**config.mk**
```make
export PLATFORM = sky130hd
export DESIGN_NAME = program_loader
export DESIGN_NICKNAME = d
export VERILOG_FILES = /design/src/rtl/program_loader.sv
export SDC_FILE = /design/constraint.sdc
export NUM_CORES = 1
export LEC_CHECK = 0
export BUFFER_PORTS_ARGS = -buffer_cell sky130_fd_sc_hd__buf_2
export CORE_ASPECT_RATIO = 1.25
export CORE_MARGIN = 10
export CORE_UTILIZATION = 50
export CTS_CLUSTER_SIZE = 24
export DETAILED_ROUTE_END_ITERATION = 16
export GPL_ROUTABILITY_DRIVEN = 0
export PLACE_DENSITY_LB_ADDON = 0.25
export SYNTH_ARGS = -nofsm -noshare
export SYNTH_HDL_FRONTEND = slang
export SYNTH_SLANG_ARGS = --single-unit
```
**constraint.sdc**
```tcl
create_clock -name clk -period 3.85 [get_ports clk]
set_input_delay 0 -clock clk [delete_from_list [all_inputs] [get_ports clk]]
set_output_delay 0 -clock clk [all_outputs]
set_load 0.02 [all_outputs]
```
**src/rtl/program_loader.sv**
```systemverilog
// Program loader: receives a length-prefixed byte stream and writes
// 32-bit words into instruction memory, then releases the core reset.
module program_loader #(
    parameter int DEPTH = 256
) (
    input  logic        clk,
    input  logic        rst,
    input  logic        start,
    input  logic        byte_valid,
    input  logic [7:0]  byte_data,
    output logic        byte_ready,
    output logic        imem_we,
    output logic [31:0] imem_addr,
    output logic [31:0] imem_wdata,
    output logic        core_rst,
    output logic        busy,
    output logic        done,
    output logic        err
);

    typedef enum logic [2:0] {
        S_IDLE,
        S_HDR0,
        S_HDR1,
        S_DATA,
        S_WRITE,
        S_DONE,
        S_ERR
    } state_t;

    localparam logic [16:0] DEPTH_W = 17'(DEPTH);

    state_t      state;
    state_t      state_n;
    logic [15:0] word_cnt;
    logic [15:0] word_cnt_inc;
    logic [15:0] n_words;
    logic [15:0] hdr_n;
    logic [7:0]  cnt_lo;
    logic [1:0]  byte_idx;
    logic [23:0] word_buf;
    logic [31:0] addr_q;
    logic [31:0] wdata_q;
    logic        core_rst_q;
    logic        hdr_bad;

    assign hdr_n        = {byte_data, cnt_lo};
    assign hdr_bad      = (hdr_n == 16'd0) ||
                          ({1'b0, hdr_n} > DEPTH_W);
    assign word_cnt_inc = word_cnt + 16'd1;

    assign imem_addr  = addr_q;
    assign imem_wdata = wdata_q;
    assign core_rst   = core_rst_q;

    // State register.
    always_ff @(posedge clk or negedge rst) begin
        if (!rst) begin
            state <= S_IDLE;
        end else begin
            state <= state_n;
        end
    end

    // Next-state and decoded handshake/status outputs.
    always_comb begin
        state_n    = state;
        byte_ready = 1'b0;
        imem_we    = 1'b0;
        busy       = 1'b0;
        done       = 1'b0;
        err        = 1'b0;
        unique case (state)
            S_IDLE: begin
                if (start) state_n = S_HDR0;
            end
            S_DONE: begin
                done = 1'b1;
                if (start) state_n = S_HDR0;
            end
            S_ERR: begin
                err = 1'b1;
                if (start) state_n = S_HDR0;
            end
            S_HDR0: begin
                byte_ready = 1'b1;
                busy       = 1'b1;
                if (byte_valid) state_n = S_HDR1;
            end
            S_HDR1: begin
                byte_ready = 1'b1;
                busy       = 1'b1;
                if (byte_valid) begin
                    state_n = hdr_bad ? S_ERR : S_DATA;
                end
            end
            S_DATA: begin
                byte_ready = 1'b1;
                busy       = 1'b1;
                if (byte_valid && byte_idx == 2'd3) begin
                    state_n = S_WRITE;
                end
            end
            S_WRITE: begin
                imem_we = 1'b1;
                busy    = 1'b1;
                if (word_cnt_inc == n_words) begin
                    state_n = S_DONE;
                end else begin
                    state_n = S_DATA;
                end
            end
            default: state_n = S_IDLE;
        endcase
    end

    // Datapath: header capture, byte assembly, write address/data.
    always_ff @(posedge clk or negedge rst) begin
        if (!rst) begin
            word_cnt <= '0;
            n_words  <= '0;
            cnt_lo   <= '0;
            byte_idx <= '0;
            word_buf <= '0;
            addr_q   <= '0;
            wdata_q  <= '0;
        end else begin
            unique case (state)
                S_IDLE, S_DONE, S_ERR: begin
                    if (start) begin
                        word_cnt <= '0;
                        byte_idx <= '0;
                    end
                end
                S_HDR0: begin
                    if (byte_valid) cnt_lo <= byte_data;
                end
                S_HDR1: begin
                    if (byte_valid) n_words <= hdr_n;
                end
                S_DATA: begin
                    if (byte_valid) begin
                        if (byte_idx == 2'd3) begin
                            wdata_q  <= {byte_data, word_buf};
                            addr_q   <= {14'd0, word_cnt, 2'b00};
                            byte_idx <= '0;
                        end else begin
                            // Lower lanes arrive first; shift right.
                            word_buf <= {byte_data, word_buf[23:8]};
                            byte_idx <= byte_idx + 2'd1;
                        end
                    end
                end
                S_WRITE: begin
                    word_cnt <= word_cnt_inc;
                    byte_idx <= '0;
                end
                default: begin
                end
            endcase
        end
    end

    // Core reset release registered from the next state, glitch-free.
    always_ff @(posedge clk or negedge rst) begin
        if (!rst) begin
            core_rst_q <= 1'b0;
        end else begin
            core_rst_q <= (state_n == S_DONE);
        end
    end

endmodule
```
**Word-level counts from Yosys, hierarchy flattened**

Cells that the tools add are included.

- Register bits: 118
- Input bits: 12
- Output and inout bits: 70
- Logic and storage cells: 57

- Add/subtract/negate cells: 2
- Order comparisons: 1
- Equality and inequality tests: 11
- Muxes and demuxes: 18
- Bitwise logic cells: 1
- Reductions and logical operators: 15

Operators by type and width:

| kind | number |
|---|---|
| $pmux 16 s2 | 1 |
| $mux 3 | 6 |
| $add 16x1->16 const B | 1 |
| $eq 16x16->1 | 1 |
| $gt 16x9->1 const B | 1 |
| $logic_not 16->1 | 1 |
| $mux 16 | 1 |
| $pmux 3 s5 | 1 |
| $eq 3x3->1 const B | 4 |
| $reduce_and 3->1 | 3 |
| $eq 3x2->1 const B | 2 |
| $mux 2 | 3 |
| $pmux 2 s3 | 1 |
| $reduce_and 2->1 | 3 |
| $reduce_or 3->1 | 2 |
| $mux 1 | 5 |
| $reduce_or 4->1 | 1 |
| $eq 3x1->1 const B | 1 |
| $logic_not 3->1 | 1 |
| $reduce_bool 3->1 | 1 |
| $add 2x1->2 const B | 1 |
| $eq 2x2->1 const B | 1 |
| $ne 2x1->1 const B | 1 |
| $ne 2x2->1 const B | 1 |
| 4 further kinds | 4 |

**Logic depth before layout (Yosys ltp)**

Gate-level depths: netlist (run 1).

- Depth in word-level cells: 6
- Depth in mapped cells: 8
- Depth with buffers taken out: 7

**Least setup slack after synthesis (run 1)**

OpenSTA, ideal clock, no wires.

- Kind: flip-flop to flip-flop
- From: register word_cnt[0]
- To: register state[1]
- Setup time: 0.122 ns
- Data arrival time: 2.063 ns
- Data required time: 3.728 ns
- Setup slack: 1.666 ns
- Stages on the path, launching flop included: 8
- Path buffers: 0
- Period minus slack after synthesis: 2.184 ns
- Cells stage by stage: dfrtp_1 ha_1 nand3_2 or3_1 a211o_1 a211oi_2 nand4b_1 a32o_1

- Longest elaborated chain between the ends: 4

RTL lines:

| element | line | RTL |
|---|---|---|
| start: declaration | 35 | `logic [15:0] word_cnt;` |
| start signal: assignment | 155 | `word_cnt <= word_cnt_inc;` |
| $add 16x1->16 | 50 | `assign word_cnt_inc = word_cnt + 16'd1;` |
| $eq 16x16->1 | 107 | `if (word_cnt_inc == n_words) begin` |
| $mux 3 | 107 |  |
| $pmux 3 s5 | 73 | `unique case (state)` |
| named net state_n[1] | 34 | `state_t state_n;` |
| end signal: assignment | 61 | `state <= state_n;` |
| end: declaration | 33 | `state_t state;` |

The timed path passes the listed nets, and every way through them passes these cells.
A chain may end at the register's enable or synchronous reset.

**Worst setup path in the final report (run 1)**

Same ends and word-level chain as after synthesis.

==> results.yml, run 1 <==
placed_design:
  place_ws_ns: 1.42
  postPlaceCellArea_um2: 5760
  io_buffers: 65
  dp_hpwl_um: 8160
  dp_cells: 612
synthesis:
  yosys.area_share.simple_pct: 9.45
  yosys_warnings: 0
  synth-main-ff-cell: "dfrtp_1"
  synthMuxAreaShare_pct: 19.8
  seq_area_frac_synth_pct: 54.8
  async_flop_share_pct: 100
  synth-xor-area-share_pct: 4.34
  synth_enable_flop_cells: 0
  synth_area_per_cell_um2: 12.4
  synth_cells: 433
  synth_area_um2: 5390
  ys_seq_elements: 118
  synth_top_family_by_area: "multiplexers"
  ys_types: 53
  synth_fa_ha_area_share_pct: 0.464
  synth_compound_area_share_pct: 6.36
global_routing:
  track_usage_pct: 15.5
  antenna_found_initial: 0
  grt-ovfl-total: 0
  grt_pass1_wl_um: 19300
  first_global_vias: 3768
  grt_max_degree: 57
die:
  start_util_pct: 51.0
  die_h_um: 136
  num_rows: 42
  pin_count: 82
  die_w_um: 113
  core_area_um2: 10600
  die-area_um2: 15400
cells_and_area:
  drive_above_1_share_pct: 40.4
  fillCellCount: 836
  syn_to_final_growth_pct: 20.7
  stdcell_count: 654
  nets: 523
  n_antenna_cell: 0
  final_area_um2: 6500
worst_setup_path:
  cp-end-kind: "register"
  path_cells: "ha_1 > nand3_2 > or3_1 > a211o_1 > a211oi_2 > nand4b_1 > a32o_1"
  start_kind: "register"
  slowest_delay_ns: 0.47
  cp_data_arrival_time_ns: 2.75
  cp.required_ns: 4.14
  crit_family: "simple AND/OR/NAND/NOR gates"
  crit_fanout: 8
  cp_slowest_cell: "dfrtp_1"
  path_class: "register to register"
  critPathBufInv: 0
power_and_ir_drop:
  p_leak_uw: 0.00310
  ir_worst_vdd_mv: 0.467
  p_per_area_nw_per_um2: 765
sta:
  hold_slack_ns: 0.0357
  worst_pin_slew_ns: 1.11
  max-slew-margin-rel_pct: 25.6
  setup_violations: 0
  timing_hold_violations_final: 0
  fin_skew_ns: 0.00942
  fin_crit_sh_pct: 63.7
  rsz0062_at_grt: "false"
  setup_tns_ns: 0
  min_period_ns: 2.45
  finalMaxSlewViolations: 0
  clock.fmax_ghz: 0.408
  setup_slack_ns: 1.40
job:
  maxCapViolCount: 0
clocking:
  ctsResizeCount: 0
  cts-root-buf: "clkbuf_16"
  cts_buffer_depth: 2
  clk_pin_slew_ns: 0.06
  cts_setup_buffers: 0
  clock_sinks: 118
  cts_buffers: 17
  ctsHoldBuffers: 10
  cts_tree: "yes"
  cts_max_level: 4
  clkLatencyLatePin_ns: 0.41
drt:
  drtAntennaViolNets: 0
  wl_per_cell_um: 17.7
  m1WireLength_um: 5080
  drt_iter0_markers: 115
  wl_met3_um: 738
  drtPass1Iterations: 5
  wl_um: 11600
  dr.max_layer_used: "met4"
  drc_errors: 0
  viasPerCell: 5.41
  wl_met2_um: 5580
  vias: 3541
run_status:
  status: "finished, final reports clean"
hold_path:
  hold_class: "input port to register"
flip-flops by register name, summed over array words and instances (netlist names):
name,flops
word_cnt,16
byte_idx,2
imem_addr,16
n_words,16
word_buf,24
imem_wdata,32
cnt_lo,8
core_rst,1
state,3
synth_stat cells (all sizes together) (4+ instances only):
| cell type | count | area share, % |
|---|---|---|
| dfrtp | 118 | 55 |
| xor2 | 6 | 0.98 |
| nand3 | 13 | 1.5 |
| nand4 | 4 | 0.58 |
| xnor2 | 18 | 2.9 |
| nand2 | 21 | 1.5 |
| and3 | 4 | 0.49 |
| buf | 33 | 3.8 |
| nor3 | 7 | 0.65 |
| a21oi | 7 | 0.65 |
| clkbuf | 6 | 0.42 |
| o31ai | 7 | 0.98 |
| inv | 6 | 0.42 |
| nor4 | 8 | 1.4 |
| nor2 | 20 | 1.4 |
| mux2 | 94 | 20 |
| o21ai | 26 | 2.4 |
path summary, 6_finish.rpt:
path / slack (ns) / cells after the start / from / endpoint
worst max-delay path: 1.40 / 7 / word_cnt[0] / state[1]
worst max register to register: 1.40 / 7 / word_cnt[0] / state[1]
max in group asynchronous: 2.75 / 3 / rst / word_buf[20]
min in group asynchronous: 0.19 / 2 / rst / imem_addr[5]
worst min-delay path: 0.04 / 5 / start / state[0]
worst min register to register: 0.48 / 2 / imem_addr[6] / imem_addr[6]
layout by cell type (no fill, tap or decap), drive strengths merged, types with 8 or more instances in the layout:
cell type,Yosys,layout
o21ai,26,26
nand3,13,13
buf,33,71
xnor2,18,18
dfrtp,118,118
mux2,94,94
nor4,8,8
nand2,21,21
dlygate4sd3,0,10
conb,1,16
clkbuf,6,18
nor2,20,20
inv,6,8
routing by layer:
| metal | track usage, % | up-vias |
|---|---|---|
| li1 | - | 1674 |
| met1 | 18.2 | 1746 |
| met2 | 24.8 | 103 |
| met3 | 6.26 | 18 |
| met4 | 6.00 | 0 |
| met5 | 0 | - |
report_power, final:
| part | total, uW | switching (uW) | internal, uW |
|---|---|---|---|
| sequential | 1960 | 310 | 1650 |
| combinational | 1330 | 679 | 654 |
| clock | 1680 | 575 | 1110 |
| total | 4970 | 1560 | 3410 |
stage by stage:
step,util (%),total power [uW]
floorplan,-,2910
global placement,54.5,3240
detailed placement,54.5,3310
CTS,61.5,5030
global route,61.5,5240
finish,61.5,4970
worst register-to-register path, delay by kind of cell (launching register included):
kind            cells  cell delay (ns)
fa+ha+maj           1             0.30
flops               1             0.47
simple gates        3             0.81
compound gates      3             0.76
final cells by class:
cell class / instances / area (um2) / area share, %
clock buffers: 18 / 439 / 6.76
clock inverters: 14 / 200 / 3.08
inverters: 7 / 26.3 / 0.404
multi-input cells: 284 / 2240 / 34.5
flip-flops and latches: 118 / 2950 / 45.4
well taps: 132 / 165 / 2.54
repair buffers: 81 / 473 / 7.27
kinds of logic (layout without fill, tap and decap cells):
logic type | count (synthesis) | after routing
DFF | 118 | 118
adders and majority gates | 2 | 2
and+or+nand+nor | 91 | 91
buffers and inverters | 46 | 120
AOI/OAI and AO/OA | 55 | 55
xor gates and xnor gates | 25 | 25
muxes | 95 | 95
other | 1 | 16
No activity file was read; power rests on OpenSTA's default activity.
==> run 2, diff against run 1 <==
Settings changed: ABC_AREA set to 1.
Clock period 3.85 ns to 2.35 ns, I/O delays scaled along.
==> results.yml, run 2 <==
synthesis:
  synth_area_per_cell_um2: 8.26
  ys_seq_elements: 118
  synth_top_family_by_area: "simple AND/OR/NAND/NOR gates"
  synth_cells: 664
  seq_area_frac_synth_pct: 53.8
  synth_area_leaders: "dfrtp_1, nand2_1, o21ai_0, inv_1, nand3_1"
  yosys.cell_count.top_type: "nand2_1"
  synth_fa_ha_area_share_pct: 0.456
  synth_enable_flop_cells: 0
  synth_area_um2: 5490
  synth-xor-area-share_pct: 0.319
  synth_top_area_share_pct: 53.8
  yosys.area_share.simple_pct: 23.5
  synthMuxAreaShare_pct: 1.64
  synth-main-ff-cell: "dfrtp_1"
  yosys_warnings: 0
  async_flop_share_pct: 100
  synth_compound_area_share_pct: 10.9
  synth_common_cells: "nand2_1, dfrtp_1, o21ai_0, inv_1, nand3_1"
  synth_largest_area_cell: "dfrtp_1"
  ys_types: 31
drt:
  drtPass1Iterations: 4
  drt_iter0_markers: 305
  wl_um: 13500
  drc_errors: 0
  viasPerCell: 5.28
  vias: 4699
  wl_per_cell_um: 15.2
  drtAntennaViolNets: 0
worst_setup_path:
  cp.required_ns: 2.70
  path_class: "register to register"
  rr_worst_depth: 15
  cp-end-kind: "register"
  crit_fanout: 8
  start_kind: "register"
  cp_data_arrival_time_ns: 2.42
global_routing:
  grt-ovfl-total: 0
  grt_max_degree: 90
  antenna_found_initial: 0
  first_global_vias: 4609
  grt_pass1_wl_um: 22800
  track_usage_pct: 18.1
sta:
  fin_skew_ns: 0.00715
  finalMaxSlewViolations: 0
  worst_pin_slew_ns: 0.622
  setup_slack_ns: 0.287
  min_period_ns: 2.06
  clock.fmax_ghz: 0.485
  rsz0062_at_grt: "false"
  timing_hold_violations_final: 0
  fin_crit_sh_pct: 87.8
  max-slew-margin-rel_pct: 58.4
  setup_tns_ns: 0
  setup_violations: 0
die:
  num_rows: 42
  die-area_um2: 15600
  core_area_um2: 10700
  start_util_pct: 51.4
  die_h_um: 137
  die_w_um: 114
  pin_count: 82
job:
  maxCapViolCount: 0
power_and_ir_drop:
  power.internal_uw: 4910
  p_sw_uw: 2620
  switching_share_pct: 34.8
  combPwrFrac_pct: 26.0
  ir_worst_vdd_mv: 0.853
  power_uw: 7530
  clockPowerShare_pct: 35.8
  p_leak_uw: 0.00341
  seq_power_share_pct: 38.2
  p_per_area_nw_per_um2: 1130
cells_and_area:
  stdcell_count: 890
  nets: 759
  layout.cells.most_common: "nand2_1"
  n_antenna_cell: 0
  layout_common_cells: "nand2_1, dfrtp_1, o21ai_0"
  largest_register_ffs: 32
  syn_to_final_growth_pct: 21.2
  drive_above_1_share_pct: 17.7
placed_design:
  place_ws_ns: 0.336
  dp_cells: 847
  io_buffers: 65
  dp_hpwl_um: 9540
clocking:
  cts-root-buf: "clkbuf_16"
  clock_sinks: 118
  cts_buffers: 17
  cts_buffer_depth: 2
  ctsHoldBuffers: 11
  ctsResizeCount: 0
  clkLatencyLatePin_ns: 0.42
  clk_pin_slew_ns: 0.06
  cts_tree: "yes"
  cts_max_level: 4
  cts_setup_buffers: 0
hold_path:
  hold_class: "input port to async pin"
run_status:
  status: "finished, final reports clean"
-- run 2: final timing paths --
path                                from             to  slack [ns]
setup / recovery             word_cnt[0]       core_rst        0.29
hold / removal                       rst   imem_addr[3]        0.04
setup reg to reg             word_cnt[0]       core_rst        0.29
hold reg to reg            imem_addr[10]  imem_addr[10]        0.47
max in group asynchronous            rst   word_buf[17]        1.63
min in group clk            byte_data[4]      cnt_lo[4]        0.35
-- run 2: power groups by stage --
| stage | Clock (uW) | Sequential [uW] | Combinational, uW |
|---|---|---|---|
| 3_3_place_gp | 0 | 2880 | 1860 |
| 5_1_grt | 2830 | 2930 | 2260 |
| 4_1_cts | 2720 | 2870 | 1970 |
| 2_1_floorplan | 0 | 2900 | 1310 |
| 6_report | 2700 | 2880 | 1960 |
| 3_5_place_dp | 0 | 2900 | 1930 |
-- run 2: stage by stage --
step / hold slack (ns) / utilization (%) / instance area [um2]
floorplan: -0.296 / - / 5540
global placement: -0.0574 / 55.5 / 5920
detailed placement: -0.0485 / 55.5 / 5920
CTS: 0.0500 / 62.3 / 6650
global route: 0.0903 / 62.3 / 6650
finish: 0.0363 / 62.3 / 6650
-- run 2: worst max-delay path: stages (launching register included) --
cell	delay, ns
dfrtp_1	0.43
ha_1	0.23
nand2_1	0.13
nor2_4	0.21
nand2_1	0.08
nand2_1	0.07
nand2_1	0.08
nand2_1	0.08
nand2_1	0.07
nor2_1	0.10
nand3_1	0.07
nor2_1	0.10
nand3_1	0.11
nand2_2	0.11
inv_2	0.04
nor2_2	0.09
-- run 2: kinds of logic after synthesis --
| group | count (synthesis) |
|---|---|
| xor+xnor | 2 |
| compound gates | 115 |
| flops | 118 |
| mux | 8 |
| fa+ha+maj | 2 |
| simple gates | 300 |
| other cells | 1 |
| buf+inv | 118 |
-- run 2: final cells by class --
cell class	count	area (um2)
clock buffer	19	453
clock inverter	13	170
fill	930	4020
inverter	82	308
multi-input combinational	443	2090
sequential	118	2950
tap	132	165
timing repair buffer	83	515
-- run 2: per-layer routing --
| layer | vias to the layer above | share of wire (%) | global-route usage (%) |
|---|---|---|---|
| met2 | 157 | 51 | 30.6 |
| met4 | 0 | 2.7 | 7.70 |
| li1 | 2264 | - | - |
| met5 | - | 0 | 0 |
| met1 | 2245 | 40 | 21.0 |
| met3 | 33 | 5.5 | 5.30 |
